### src/rtl/mem_stage_access_ctrl.sv
// MEM-stage load/store sequencer: single-cycle data-RAM pass-through plus a
// req/ack peripheral transaction with timeout that holds the pipeline via stall_m.
//
// Peripheral handshake: per_req rises in the cycle after the access is seen in
// IDLE and stays high, with per_addr/per_be/per_wdata/per_we frozen, until
// either a one-cycle per_ack pulse or the timeout ends it. per_ack outside REQ
// is ignored.
module mem_stage_access_ctrl #(
  parameter int          TIMEOUT   = 16,
  parameter logic [31:0] ERR_RDATA = 32'h0000_0000
) (
  input  logic        clk,
  input  logic        rst,
  input  logic        mem_read_m,
  input  logic        mem_write_m,
  input  logic        is_per_m,
  input  logic [1:0]  mem_size_m,
  input  logic [31:0] addr_m,
  input  logic [31:0] wdata_m,
  input  logic        ext_stall_m,
  output logic        stall_m,
  output logic        dmem_we,
  output logic [3:0]  dmem_be,
  output logic [31:0] dmem_wdata,
  output logic        per_req,
  output logic        per_we,
  output logic [31:0] per_addr,
  output logic [3:0]  per_be,
  output logic [31:0] per_wdata,
  input  logic        per_ack,
  input  logic [31:0] per_rdata,
  output logic [31:0] per_rdata_m,
  output logic        misalign_err,
  output logic        bus_err,
  output logic [1:0]  stateDbg
);

  typedef enum logic [1:0] {
    IDLE = 2'd0,
    REQ  = 2'd1,
    DONE = 2'd2
  } stateT;

  localparam int CW = (TIMEOUT > 1) ? $clog2(TIMEOUT) : 1;
  localparam logic [CW-1:0] LAST = CW'(TIMEOUT - 1);

  stateT         state, nextState;
  logic [CW-1:0] cnt;
  logic          isHalf, isWord, misalign, access;
  logic [3:0]    laneBe;
  logic [31:0]   laneData;
  logic          latchEn, ackTake, timeoutHit;

  // Size decode; the reserved encoding 11 behaves as a word access.
  assign isHalf = (mem_size_m == 2'b01);
  assign isWord = mem_size_m[1];

  always_comb begin
    misalign = 1'b0;
    if (isHalf)      misalign = addr_m[0];
    else if (isWord) misalign = |addr_m[1:0];
  end

  assign access       = (mem_read_m | mem_write_m) & ~misalign;
  assign misalign_err = (mem_read_m | mem_write_m) & misalign;

  always_comb begin
    laneBe   = 4'b1111;
    laneData = wdata_m;
    if (isHalf) begin
      laneBe   = 4'b0011 << {addr_m[1], 1'b0};
      laneData = {2{wdata_m[15:0]}};
    end else if (!isWord) begin
      laneBe   = 4'b0001 << addr_m[1:0];
      laneData = {4{wdata_m[7:0]}};
    end
  end

  assign dmem_we    = mem_write_m & access & ~is_per_m;
  assign dmem_be    = access ? laneBe : 4'b0000;
  assign dmem_wdata = laneData;

  assign per_req  = (state == REQ);
  assign stateDbg = state;

  always_comb begin
    nextState  = state;
    stall_m    = 1'b0;
    latchEn    = 1'b0;
    ackTake    = 1'b0;
    timeoutHit = 1'b0;
    case (state)
      IDLE: begin
        if (access && is_per_m) begin
          stall_m   = 1'b1;
          latchEn   = 1'b1;
          nextState = REQ;
        end
      end
      REQ: begin
        stall_m = 1'b1;
        // An ack landing on the final counted cycle still completes normally.
        if (per_ack) begin
          ackTake   = 1'b1;
          nextState = DONE;
        end else if (cnt == LAST) begin
          timeoutHit = 1'b1;
          nextState  = DONE;
        end
      end
      DONE: begin
        // Hold while another hazard freezes MEM so the access is not reissued.
        if (!ext_stall_m) nextState = IDLE;
      end
      default: nextState = IDLE;
    endcase
  end

  always_ff @(posedge clk or negedge rst) begin
    if (!rst) begin
      state       <= IDLE;
      cnt         <= '0;
      per_we      <= 1'b0;
      per_addr    <= 32'h0;
      per_be      <= 4'h0;
      per_wdata   <= 32'h0;
      per_rdata_m <= 32'h0;
      bus_err     <= 1'b0;
    end else begin
      state   <= nextState;
      bus_err <= timeoutHit;
      if (latchEn) begin
        per_we    <= mem_write_m;
        per_addr  <= addr_m;
        per_be    <= laneBe;
        per_wdata <= laneData;
        cnt       <= '0;
      end else if (state == REQ) begin
        cnt <= cnt + 1'b1;
      end
      if (ackTake)         per_rdata_m <= per_rdata;
      else if (timeoutHit) per_rdata_m <= ERR_RDATA;
    end
  end

endmodule

### config.mk
export PLATFORM = sky130hd
export DESIGN_NAME = mem_stage_access_ctrl
export DESIGN_NICKNAME = d
export VERILOG_FILES = /design/src/rtl/mem_stage_access_ctrl.sv
export SDC_FILE = /design/constraint.sdc
export NUM_CORES = 1
export LEC_CHECK = 0
export ABC_CLOCK_PERIOD_IN_PS = 2240
export BUFFER_PORTS_ARGS = -buffer_cell sky130_fd_sc_hd__buf_2
export CAP_MARGIN = 20
export CORE_MARGIN = 4
export CORE_UTILIZATION = 46
export CTS_CLUSTER_SIZE = 10
export DETAILED_ROUTE_END_ITERATION = 7
export MAX_ROUTING_LAYER = met4
export PLACE_DENSITY = 0.83
export SLEW_MARGIN = 20
export SYNTH_ARGS = -nofsm -noshare
export SYNTH_HDL_FRONTEND = slang
export SYNTH_SLANG_ARGS = --single-unit
### constraint.sdc
create_clock -name clk -period 2.24 [get_ports clk]
set_input_delay 0.112 -clock clk [delete_from_list [all_inputs] [get_ports clk]]
set_output_delay 0.112 -clock clk [all_outputs]
set_load 0.01 [all_outputs]
Word-level counts from Yosys, hierarchy flattened:

Index checks and enable logic that the tools add are counted.
Widths: inputs -> output; s select.

* register bits after elaboration: 108
* input port bits: 105
* logic and storage cells: 55
* output and inout port bits: 144

* reductions and logical operators: 6
* muxes and demuxes: 24
* shift-type cells: 2
* bitwise logic cells: 7
* add/subtract/negate cells: 1
* eq/ne operators: 7

Operators by type and width (count)
* $mux 32: 4
* $mux 4: 5
* $mux 1: 9
* $mux 2: 4
* $pmux 2 s3: 1
* $add 4x1->4 const B: 1
* $and 1x1->1: 4
* $eq 2x1->1 const B: 2
* $eq 4x4->1 const B: 1
* $ne 2x2->1 const B: 2
* $reduce_bool 2->1: 2
* $shl 1x2->4 const A: 1
* $shl 2x2->4 const A: 1
* $ne 3x1->1 const B: 1
* $reduce_and 3->1: 1
* $eq 2x2->1 const B: 1
* $logic_not 2->1: 1
* $not 1->1: 2
* $pmux 1 s2: 1
* $reduce_or 2->1: 1
* $logic_and 1x1->1: 1
* $or 1x1->1: 1

Depth between registers and ports, before layout:

Gate-level depths: netlist (run 1).

* depth in word-level cells: 9
* depth in mapped cells: 7

Worst setup path before layout (run 1):

No wires, ideal clock.

* path type: reg2reg
* start point: register state[1] (netlist: stateDbg[1])
* end point: register per_addr[10]
* path buffers: 2
* stages on the path, launching flop included: 6
* data required time: 2.115 ns
* setup slack: 0.551 ns
* library setup time: 0.125 ns
* arrival time: 1.564 ns
* cells stage by stage: dfrtp_1 -> nor3b_2 -> and3_4 -> buf_12 -> buf_12 -> mux2_4

* longest elaborated chain between the ends: 2

RTL lines
* start: declaration: RTL line 47 `stateT state, nextState;`
* start signal: assignment: RTL line 130 `state <= nextState;`
* $logic_not 2->1: RTL line 92 `case (state)`
* $mux 1: RTL line 92
* end signal: assignment: RTL line 134 `per_addr <= addr_m;`
* end: declaration: RTL line 27 `output logic [31:0] per_addr,`

No other way between the ends.
A chain may end at the register's enable or synchronous reset.

Worst setup path in the final report (run 1):

* start point: register state[1] (netlist: stateDbg[1])
* end point: output stall_m

* longest elaborated chain between the ends: 2
* elaborated cells on any way between the ends: 3
* classes of those cells: eq/ne: 1; mux: 1; reduce/logical: 1

RTL lines
* $eq 2x1->1 / $logic_not 2->1 (equally long branches): RTL line 92
* $pmux 1 s2 *: RTL line 92
* end: declaration: RTL line 21 `output logic stall_m,`

Every way passes the cells marked *; elsewhere a longest branch is shown, timed or not.

==> results.md, run 1 <==
- Vias in the first global route: 4301
- Rel. slew slack: 0.570
- Tightest Pin Transition: 0.645 ns
- Crit. End Element: output port
- CTS tree: yes
- Hold Path Depth: 2
- CP Class: reg -> out
- NetSw: roughly 2.5 mW
- Final WL: 14300 um
- Post-synthesis instance area: around 4900 sq um
- Drt drc: 0
- FF+latch area: between 2000 and 3000 sq um
- GRT overflow: 0
- Die ar.: 12300 sq um
- Part of the cycle the worst path needs: 0.894
- Final core occ: 0.676
- Nets: 738
- Syn Nets: 435
- RSZ-0062 raised after global routing: no
- R2r endpoint: per_addr[22]
- Endpoints failing hold: 0
- Mapped Avg Cell Area: 14.7 sq um
- Clk root buf: clkbuf_8
- H-tree Lvls: 3
- Worst slack at placement: 0.268 ns
- # clock sinks: 108
- Largest net degree at the start of global routing: 60
- Drt first pass iters: 4
- Synth unique cells: 37
- Routed Antenna Nets: 0
- # rows: 37
- Ratio of cells with drive above 1 in the final layout: 0.568
- Worst path cell trace: nor3b_2, nand3_2, nand2_1, buf_2
- Startpoint Class: flip-flop
- Critical Path AT: about 1.9 ns
- Buf/Inv on CP: 1
- Setup Skew: 0.0118 ns
- Clock Tree Buf Depth: 2
- Via-to-Cell Ratio: 5.16
- Static leakage: 3.59 nW
- GRT Total Usage: 0.241
- YS warnings: 0
- Pint: 4.85 mW
- Clk pwr share: 0.167
- Port Buf Inserts: 248
- Core Area: 10300 sq um
- CP required: about 2.1 ns
- Routed WL per cell: 18.5 um
- Switch share: 0.342
- Antenna violations before repair: 1
- Pwr Density: roughly 1100 nW/um^2
- Starting Density: 0.472
- Power, Total: 7.37 mW
- Die Span X: 111 um
- First-pass GRT wire length: around 23000 um
- Power share of the sequential group: 0.439
- Die Y: between 100 and 150 um
- Area occupied by multi-input gates: 1880 sq um
- Hold Crit Class: in -> reg
- Min Tclk post-route: 2.00 ns
- Reg-to-Reg Start: stateDbg[1]
- Area grow syn2layout: 43.1%
- Worst path slowest cell: dfrtp_1
- Max Transition Viols Final: 0
- Worst R2R Path Depth: 4
- Final TNS setup: 0 ns
- Number of max-cap violations: 0
- Mapped Cells: between 300 and 400
- Hold EP: per_wdata[6]
- Layout fillers: 759
- FF+latch count, synth: between 100 and 150
- Crit path max-delay family: simple AND/OR/NAND/NOR gates
- Combinational power share: 0.393
- Clock slew at reported path FFs: 0.10 ns
- Cts bufs inserted: 9
- Gpl congestion: 0.892
- Post-synthesis sequential area ratio: 0.557
- Worst-Skew Late Latency: 0.37 ns
- Hold_sp: wdata_m[6]
- Finish-stage setup viols: 0
- Setup Fix Bufs, Post-CTS: 0
- Final worst slack: between 0.2 and 0.25 ns
- Crit path max fanout: 14
- R2R setup slack: 0.38 ns
- DR vias: roughly 4000
- Outcome: completed
- F_max: 499 MHz
- Drt initial violations: 300
- Detailed Place HPWL: 9950 um
- Critical Path Max Stage Delay: between 0.4 and 0.5 ns
- Worst vdd ir: roughly 510 uV
- Num ports: 249
## placed cells by master (no fill, tap or decap), types with 2 or more instances in the layout
cell and instances:
a21oi_1 9, a22o_1 32, a31oi_1 4, and3_1 2
buf_12 2, buf_2 247, buf_4 6, clkbuf_8 9
dfrtp_1 108, dlygate4sd3_1 65, inv_8 2, mux2_2 28
mux2_4 53, mux2i_1 8, nand2_1 16, nand2b_1 2
nor2_1 5, nor2b_1 2, o21ai_0 12
## timing repair
action                    CTS  global route
hold endpoints to repair  173             0
gates resized for setup     0             0
hold buffers               65             0
## cells by family (layout without fill, tap and decap cells)
| logic type | count (synthesis) | after routing | share of synthesized area |
|---|---|---|---|
| compound gates | 62 | 62 | 0.0957 |
| fa+ha+maj | 1 | 1 | 0.00258 |
| buf+inv | 30 | 338 | 0.0557 |
| flops | 108 | 108 | 0.557 |
| mux | 89 | 89 | 0.245 |
| other cells | 0 | 1 | 0 |
| simple gates | 39 | 39 | 0.0436 |
## how the worst max path moves through the flow
stage | from | to | slack (ns) | depth (start not counted)
3_5_place_dp | stateDbg[1] | per_rdata_m[6] | 0.27 | 4
6_report | stateDbg[1] | stall_m | 0.24 | 4
4_1_cts | stateDbg[1] | stall_m | 0.21 | 4
5_1_grt | stateDbg[1] | stall_m | 0.08 | 4
2_1_floorplan | stateDbg[1] | per_addr[10] | 0.55 | 5
3_3_place_gp | stateDbg[1] | per_rdata_m[10] | 0.40 | 4
## layer usage
metal  track usage  share of wire  wire length [um]  vias to the layer above
met5             -              0                 0                        -
met4        0.0920          0.030               429                        0
met3        0.0480          0.051               733                       33
met2         0.396           0.52              7390                      173
met1         0.295           0.40              5780                     1996
li1              -              -                 -                     1789
## Yosys cell counts, drive strengths merged
master	count	area, sq um
a21oi	9	45.0
a22o	32	280
a2bb2oi	1	15.0
a311o	1	10.0
a31oi	4	25.0
and2	1	6.26
and3	3	23.8
and4b	1	10.0
buf	28	263
dfrtp	108	2700
ha	1	12.5
inv	2	7.50
mux2	81	1110
mux2i	8	80.1
nand2	16	60.1
nand2b	2	12.5
nand3	2	15.0
nand3b	1	7.51
nor2	6	25.0
nor2b	2	12.5
nor3	1	5.00
nor3b	2	20.0
o21ai	14	81.3
o31ai	1	7.51
or2	1	6.26
or2b	1	7.51
## registers in the layout, indices dropped and copies added, names as in the netlist
register,count
per_addr,32
per_rdata_m,32
per_wdata,32
cnt,4
per_be,4
stateDbg,2
bus_err,1
per_we,1
## cell type report
type | instances | share of cell area
Clock inverter | 7 | 0.0119
Antenna cell | 1 | 0.000360
Sequential cell | 108 | 0.389
Tap cell | 136 | 0.0245
Inverter | 2 | 0.00108
Timing Repair Buffer | 320 | 0.284
Clock buffer | 9 | 0.0178
Multi-Input combinational cell | 191 | 0.271
## metrics by stage
step                      hold WS [ns]  instances  area, sq um
after CTS                       0.0139        773         6940
after floorplan                 -0.184        329         4850
after global routing            0.0251        774         6950
after detailed placement       -0.0260        692         6080
final                           0.0301        774         6950
after global placement         -0.0354        692         6080
## power by group through the flow
stage | Clock [mW] | Sequential [mW] | Combinational (mW)
final | 1.23 | 3.24 | 2.90
after global routing | 1.35 | 3.33 | 3.08
after detailed placement | 0 | 3.23 | 2.80
after floorplan | 0 | 3.56 | 1.23
after CTS | 1.26 | 3.22 | 2.89
after global placement | 0 | 3.20 | 2.72
No activity file was read; power rests on OpenSTA's default activity.
==> run 2, diff against run 1 <==
Settings changed: CELL_PAD_IN_SITES_DETAIL_PLACEMENT set to 0, CELL_PAD_IN_SITES_GLOBAL_PLACEMENT set to 2, CORE_UTILIZATION 46 to 28, PLACE_DENSITY 0.83 to 0.81.
==> results.md, run 2 (synthesis results as in run 1) <==
- Hold Crit Class: in -> reg
- Hold Path Depth: 2 (unchanged)
- Routed wl met2: 7070 um (-4.3%)
- Die Y: 140 um (+26%)
- CP required: 2.13 ns (about the same)
- Die Span X: 140 um (+26%)
- Clk root buf: clkbuf_16
- F_max: 518 MHz (+3.8%)
- Pwr Density: 1060 nW/um^2 (about the same)
- RSZ-0062 raised after global routing: no
- WL met1: 6150 um (+6.4%)
- Final WL: 14400 um (+0.62%)
- Startpoint Class: flip-flop
- Worst R2R Path Depth: 5 (+1)
- Final worst slack: 0.311 ns (+0.0735 ns)
- Hold EP: per_addr[21]
- Outcome: completed
- Hold buffers post-CTS: 60 (-7.7%)
- Worst vdd ir: 453 uV (-11%)
- Drt initial violations: 125 (-58%)
- R2r endpoint: per_rdata_m[16]
- Crit path max fanout: 6 (-8)
- Inserted Diodes: 0 (-1)
- # clock sinks: 108 (unchanged)
- Reg-to-Reg Start: cnt[0]
- DR vias: 3835 (-3.9%)
- Most frequent cells in the layout: buf_2 (247), dfrtp_1 (108), dlygate4sd3_1 (60), mux2_4 (53), a22o_1 (32)
- Worst path cell trace: nor3b_2, buf_4, nand3_2, buf_4, nand2_1, buf_2
- Vias in the first global route: 4180 (-2.8%)
- Clock Tree Buf Depth: 2 (unchanged)
- Nets: 738 (unchanged)
- Port Buf Inserts: 248 (unchanged)
- Routed WL per cell: 16.8 um (-9.1%)
- Gpl congestion: 0.786 (-12%)
- Detailed Place HPWL: 10500 um (+5.5%)
- GRT overflow: 0 (unchanged)
- Max Transition Viols Final: 0 (unchanged)
- Clock slew at reported path FFs: 0.07 ns (-0.03 ns)
- Placed Cells incl. Taps: 781 (+13%)
- Die ar.: 19500 sq um (+59%)
- Highest metal used: met4
- # rows: 47 (+27%)
- Rel. slew slack: 0.580 (+0.00936)
- CP Class: reg -> out
- Hold_sp: addr_m[21]
- Worst-Skew Late Latency: 0.34 ns (-0.03 ns)
- Min Tclk post-route: 1.93 ns (-0.0735 ns)
- Crit. End Element: output port
- Crit path max-delay family: buffers and inverters
- Area grow syn2layout: 46.6%
- Finish-stage setup viols: 0 (unchanged)
- Critical Path Max Stage Delay: 0.41 ns (-0.02 ns)
- Met3 WL: 946 um (+29%)
- GRT Total Usage: 0.150 (-0.0912)
- Number of gates resized after cts: 0 (unchanged)
- Number of max-cap violations: 0 (unchanged)
- Crit path top cell by count: buf_4
- Buf/Inv on CP: 3 (+2)
- CTS tree: yes
- Cts bufs inserted: 9 (unchanged)
- R2R setup slack: 0.38 ns (about the same)
- Setup Skew: 0.00749 ns (-0.00426 ns)
- Final TNS setup: 0 ns (unchanged)
- Drt first pass iters: 4 (unchanged)
- H-tree Lvls: 3 (unchanged)
- Largest net degree at the start of global routing: 66 (+10%)
- Num ports: 249 (unchanged)
- Antenna violations before repair: 0 (-1)
- Leading registers by flop count: per_addr: 32 flops, per_rdata_m: 32 flops, per_wdata: 32 flops
- Static leakage: 3.62 nW (+0.86%)
- Tightest Pin Transition: 0.631 ns (-0.0140 ns)
- Worst path slowest cell: dfrtp_1
- Core Area: 16800 sq um (+63%)
- Worst slack at placement: 0.226 ns (-0.0420 ns)
- Non-Filler Instances: 857 (+11%)
- Part of the cycle the worst path needs: 0.861 (-0.0328)
- Setup Fix Bufs, Post-CTS: 0 (unchanged)
- Endpoints failing hold: 0 (unchanged)
- Drt drc: 0 (unchanged)
- Final core occ: 0.424 (-0.251)
- Routed Antenna Nets: 0 (unchanged)
- First-pass GRT wire length: 22700 um (-2.0%)
- Most common cell after layout, fill and taps aside: buf_2
- Via-to-Cell Ratio: 4.47 (-13%)
- Starting Density: 0.290 (-0.183)
- Ratio of cells with drive above 1 in the final layout: 0.573 (+0.00471)
- Critical Path AT: 1.82 ns (-0.07 ns)
-- run 2: cell count changes in the layout (fill, tap and decap cells not counted), sizes merged, moves of 3 or more --
cell,change
buf,+5
clkbuf,+3
dlygate4sd3,-5
inv,-3
-- run 2: cell type report --
| cell class | instances | area, sq um |
|---|---|---|
| Clock inverter | 4 | 25.0 |
| Multi-Input combinational cell | 191 | 1880 |
| Timing Repair Buffer | 320 | 1970 |
| Inverter | 2 | 7.51 |
| Sequential cell | 108 | 2700 |
| Clock buffer | 12 | 246 |
| Tap cell | 220 | 275 |
| Fill cell | 1567 | 9650 |
-- run 2: through the flow --
| step | hold WS [ns] | power [mW] | area, sq um |
|---|---|---|---|
| 6_report | 0.0149 | 7.55 | 7110 |
| 4_1_cts | 0.000349 | 7.67 | 7110 |
| 3_5_place_dp | 0.0200 | 6.04 | 6240 |
| 5_1_grt | 0.000387 | 8.02 | 7110 |
| 3_3_place_gp | 0.0162 | 5.99 | 6240 |
| 2_1_floorplan | -0.184 | 4.79 | 4850 |
-- run 2: how the worst max path moves through the flow --
stage / start / end / slack, ns / cells past startpoint
floorplan: stateDbg[1] / per_addr[10] / 0.55 / 5
global placement: stateDbg[1] / per_rdata_m[12] / 0.37 / 4
detailed placement: stateDbg[1] / per_rdata_m[16] / 0.23 / 4
CTS: stateDbg[1] / per_rdata_m[16] / 0.19 / 4
global route: stateDbg[1] / stall_m / 0.16 / 6
finish: stateDbg[1] / stall_m / 0.31 / 6
-- run 2: routing by layer --
layer | GRT usage | up-vias
li1 | - | 1788
met1 | 0.183 | 1877
met2 | 0.240 | 151
met3 | 0.0422 | 19
met4 | 0.0505 | 0
met5 | - | -
-- run 2: report_power, final --
| part | switching (mW) | total (mW) | internal (mW) |
|---|---|---|---|
| Clock | 0.701 | 1.48 | 0.783 |
| Combinational | 1.30 | 2.87 | 1.58 |
| Sequential | 0.451 | 3.20 | 2.74 |
| Total | 2.45 | 7.55 | 5.10 |
==> run 3, diff against run 2 <==
Settings changed: ABC_CLOCK_PERIOD_IN_PS 2240 to 1720, CORE_UTILIZATION 28 to 26, CTS_BUF_LIST set to sky130_fd_sc_hd__clkbuf_8, HOLD_SLACK_MARGIN set to 0.03, PLACE_DENSITY 0.81 to 0.79.
Clock period 2.24 ns to 1.72 ns, I/O delays scaled along.
==> results.md, run 3 (synthesis results as in run 1) <==
- Worst-Skew Late Latency: 0.37 ns (+0.03 ns)
- Pwr Density: 1320 nW/um^2 (+24%)
- Most frequent cells in the layout: buf_2 (246), dfrtp_1 (108), dlygate4sd3_1 (74), mux2_4 (53), a22o_1 (32)
- FF+latch area: 2700 sq um (unchanged)
- Drt first pass iters: 6 (+2)
- Drt initial violations: 160 (+28%)
- Non-Filler Instances: 886 (+3.4%)
- Worst path slowest cell: dfrtp_1
- Crit path max fanout: 21 (+15)
- Worst R2R Path Depth: 4 (-1)
- Most common cell after layout, fill and taps aside: buf_2
- Hold_sp: wdata_m[23]
- # rows: 49 (+4.3%)
- F_max: 604 MHz
- Gpl congestion: 0.805 (+2.5%)
- Die Span X: 145 um (+3.6%)
- Finish-stage setup viols: 0 (unchanged)
- Final TNS setup: 0 ns (unchanged)
- Setup Skew: 0.0128 ns (+0.00530 ns)
- Endpoints failing hold: 0 (unchanged)
- Critical Path Max Stage Delay: 0.42 ns (about the same)
- Hold Crit Class: in -> reg
- Core Area: 18100 sq um (+8.3%)
- # clock sinks: 108 (unchanged)
- Critical Path AT: 1.91 ns (+0.09 ns)
- Die ar.: 20900 sq um (+7.2%)
- DR vias: 3897 (+1.6%)
- Layout fillers: 1727 (+10%)
- Port Buf Inserts: 248 (unchanged)
- First-pass GRT wire length: 22500 um (-0.64%)
- Routed Antenna Nets: 0 (unchanged)
- Crit path max-delay family: simple AND/OR/NAND/NOR gates
- Clock Tree Buf Depth: 2 (unchanged)
- CP Class: reg -> reg
- Die Y: 145 um (+3.6%)
- Ratio of cells with drive above 1 in the final layout: 0.566 (-0.00745)
- Nets: 757 (+2.6%)
- GRT overflow: 0 (unchanged)
- Number of max-cap violations: 0 (unchanged)
- Vias in the first global route: 4216 (+0.86%)
- Area occupied by multi-input gates: 1890 sq um (+0.46%)
- Hold Path Depth: 3 (+1)
- Starting Density: 0.267 (-0.0221)
- CP required: 1.98 ns (-0.15 ns)
- Num ports: 249 (unchanged)
- Clk root buf: clkbuf_8
- Routed WL per cell: 16.9 um (+0.21%)
- Levels on crit path: 4 (-2)
- Antenna violations before repair: 1 (+1)
- Min Tclk post-route: 1.65 ns
- Reg-to-Reg Start: stateDbg[1]
- Startpoint Class: flip-flop
- Cts bufs inserted: 9 (unchanged)
- Placed Cells incl. Taps: 794 (+1.7%)
- RSZ-0062 raised after global routing: yes
- Part of the cycle the worst path needs: 0.962
- Tightest Pin Transition: 0.584 ns (-0.0467 ns)
- H-tree Lvls: 3 (unchanged)
- Via-to-Cell Ratio: 4.40 (-1.7%)
- Largest net degree at the start of global routing: 109 (+65%)
- Drt drc: 0 (unchanged)
- Area grow syn2layout: 49.6%
- Rel. slew slack: 0.611 (+0.0311)
- Crit. Startpoint: stateDbg[1]
- Buf/Inv on CP: 1 (-2)
- GRT Total Usage: 0.143 (-0.00629)
- Min Hold Slack: 0.0819 ns (+0.0670 ns)
- Final WL: 14900 um (+3.6%)
- Worst vdd ir: 543 uV (+20%)
- CTS tree: yes
- Worst path cell trace: nor3b_2, and3_4, buf_12, mux2_4
- Clock slew at reported path FFs: 0.11 ns (+0.04 ns)
- Crit. End Element: flip-flop
- Placed instance area: 6310 sq um (+1.1%)
- Leading registers by flop count: per_addr: 32 flops, per_rdata_m: 32 flops, per_wdata: 32 flops
- Outcome: completed
- Detailed Place HPWL: 10500 um (+0.36%)
- Design Area, Final: 7260 sq um (+2.1%)
- Static leakage: 3.68 nW (+1.7%)
- Max Transition Viols Final: 0 (unchanged)
[run 3: cell types whose count changed in the layout (fill, tap and decap cells not counted), sizes merged]
cell and delta:
bufinv +1, dlygate4sd3 +14, diode +1, buf +5, inv +2, clkbuf -3
[run 3: final cells by class]
class	instances	share of cell area
timing repair buffer	339	0.300
clock buffer	9	0.0171
multi-input combinational	191	0.261
clock inverter	7	0.00931
tap	229	0.0395
sequential	108	0.372
inverter	2	0.00103
antenna	1	0.000345
[run 3: tightest hold or removal path, cell delays in order]
cell    delay (ns)
buf_2         0.07
mux2_2        0.15
mux2_4        0.13
[run 3: path summary, 6_finish.rpt]
path,to,slack (ns)
setup / recovery,per_wdata[16],0.07
hold / removal,per_wdata[23],0.08
setup reg to reg,per_wdata[16],0.07
hold reg to reg,per_rdata_m[3],0.50
max in group asynchronous,per_addr[14],0.94
min in group asynchronous,per_wdata[21],0.33
[run 3: metrics by stage]
| step | utilization | worst slack [ns] | power (mW) |
|---|---|---|---|
| 2_1_floorplan | - | 0.0310 | 6.23 |
| 3_3_place_gp | 0.347 | 0.105 | 7.83 |
| 4_1_cts | 0.399 | 0.00718 | 9.66 |
| 6_report | 0.400 | 0.0655 | 9.56 |
| 5_1_grt | 0.400 | -0.00320 | 10.2 |
| 3_5_place_dp | 0.347 | 0.0665 | 7.89 |
[run 3: routing by layer]
| metal | vias up | wire length, um | track usage |
|---|---|---|---|
| met5 | - | 0 | - |
| met4 | 0 | 363 | 0.0525 |
| met3 | 25 | 848 | 0.0308 |
| met2 | 166 | 7290 | 0.236 |
| met1 | 1890 | 6450 | 0.173 |
| li1 | 1816 | - | - |
[run 3: power breakdown]
group	internal (mW)	switching, mW
combinational	2.10	1.73
sequential	3.57	0.583
clock	0.670	0.914
[run 3: timing repair]
action | in CTS | in global routing
gates resized for setup | 1 | 2
hold buffers | 74 | 0
pin swaps | 1 | 1
endpoints found under the setup margin | 1 | 1
endpoints found under the hold margin | 182 | 0
buffers inserted | 0 | 1
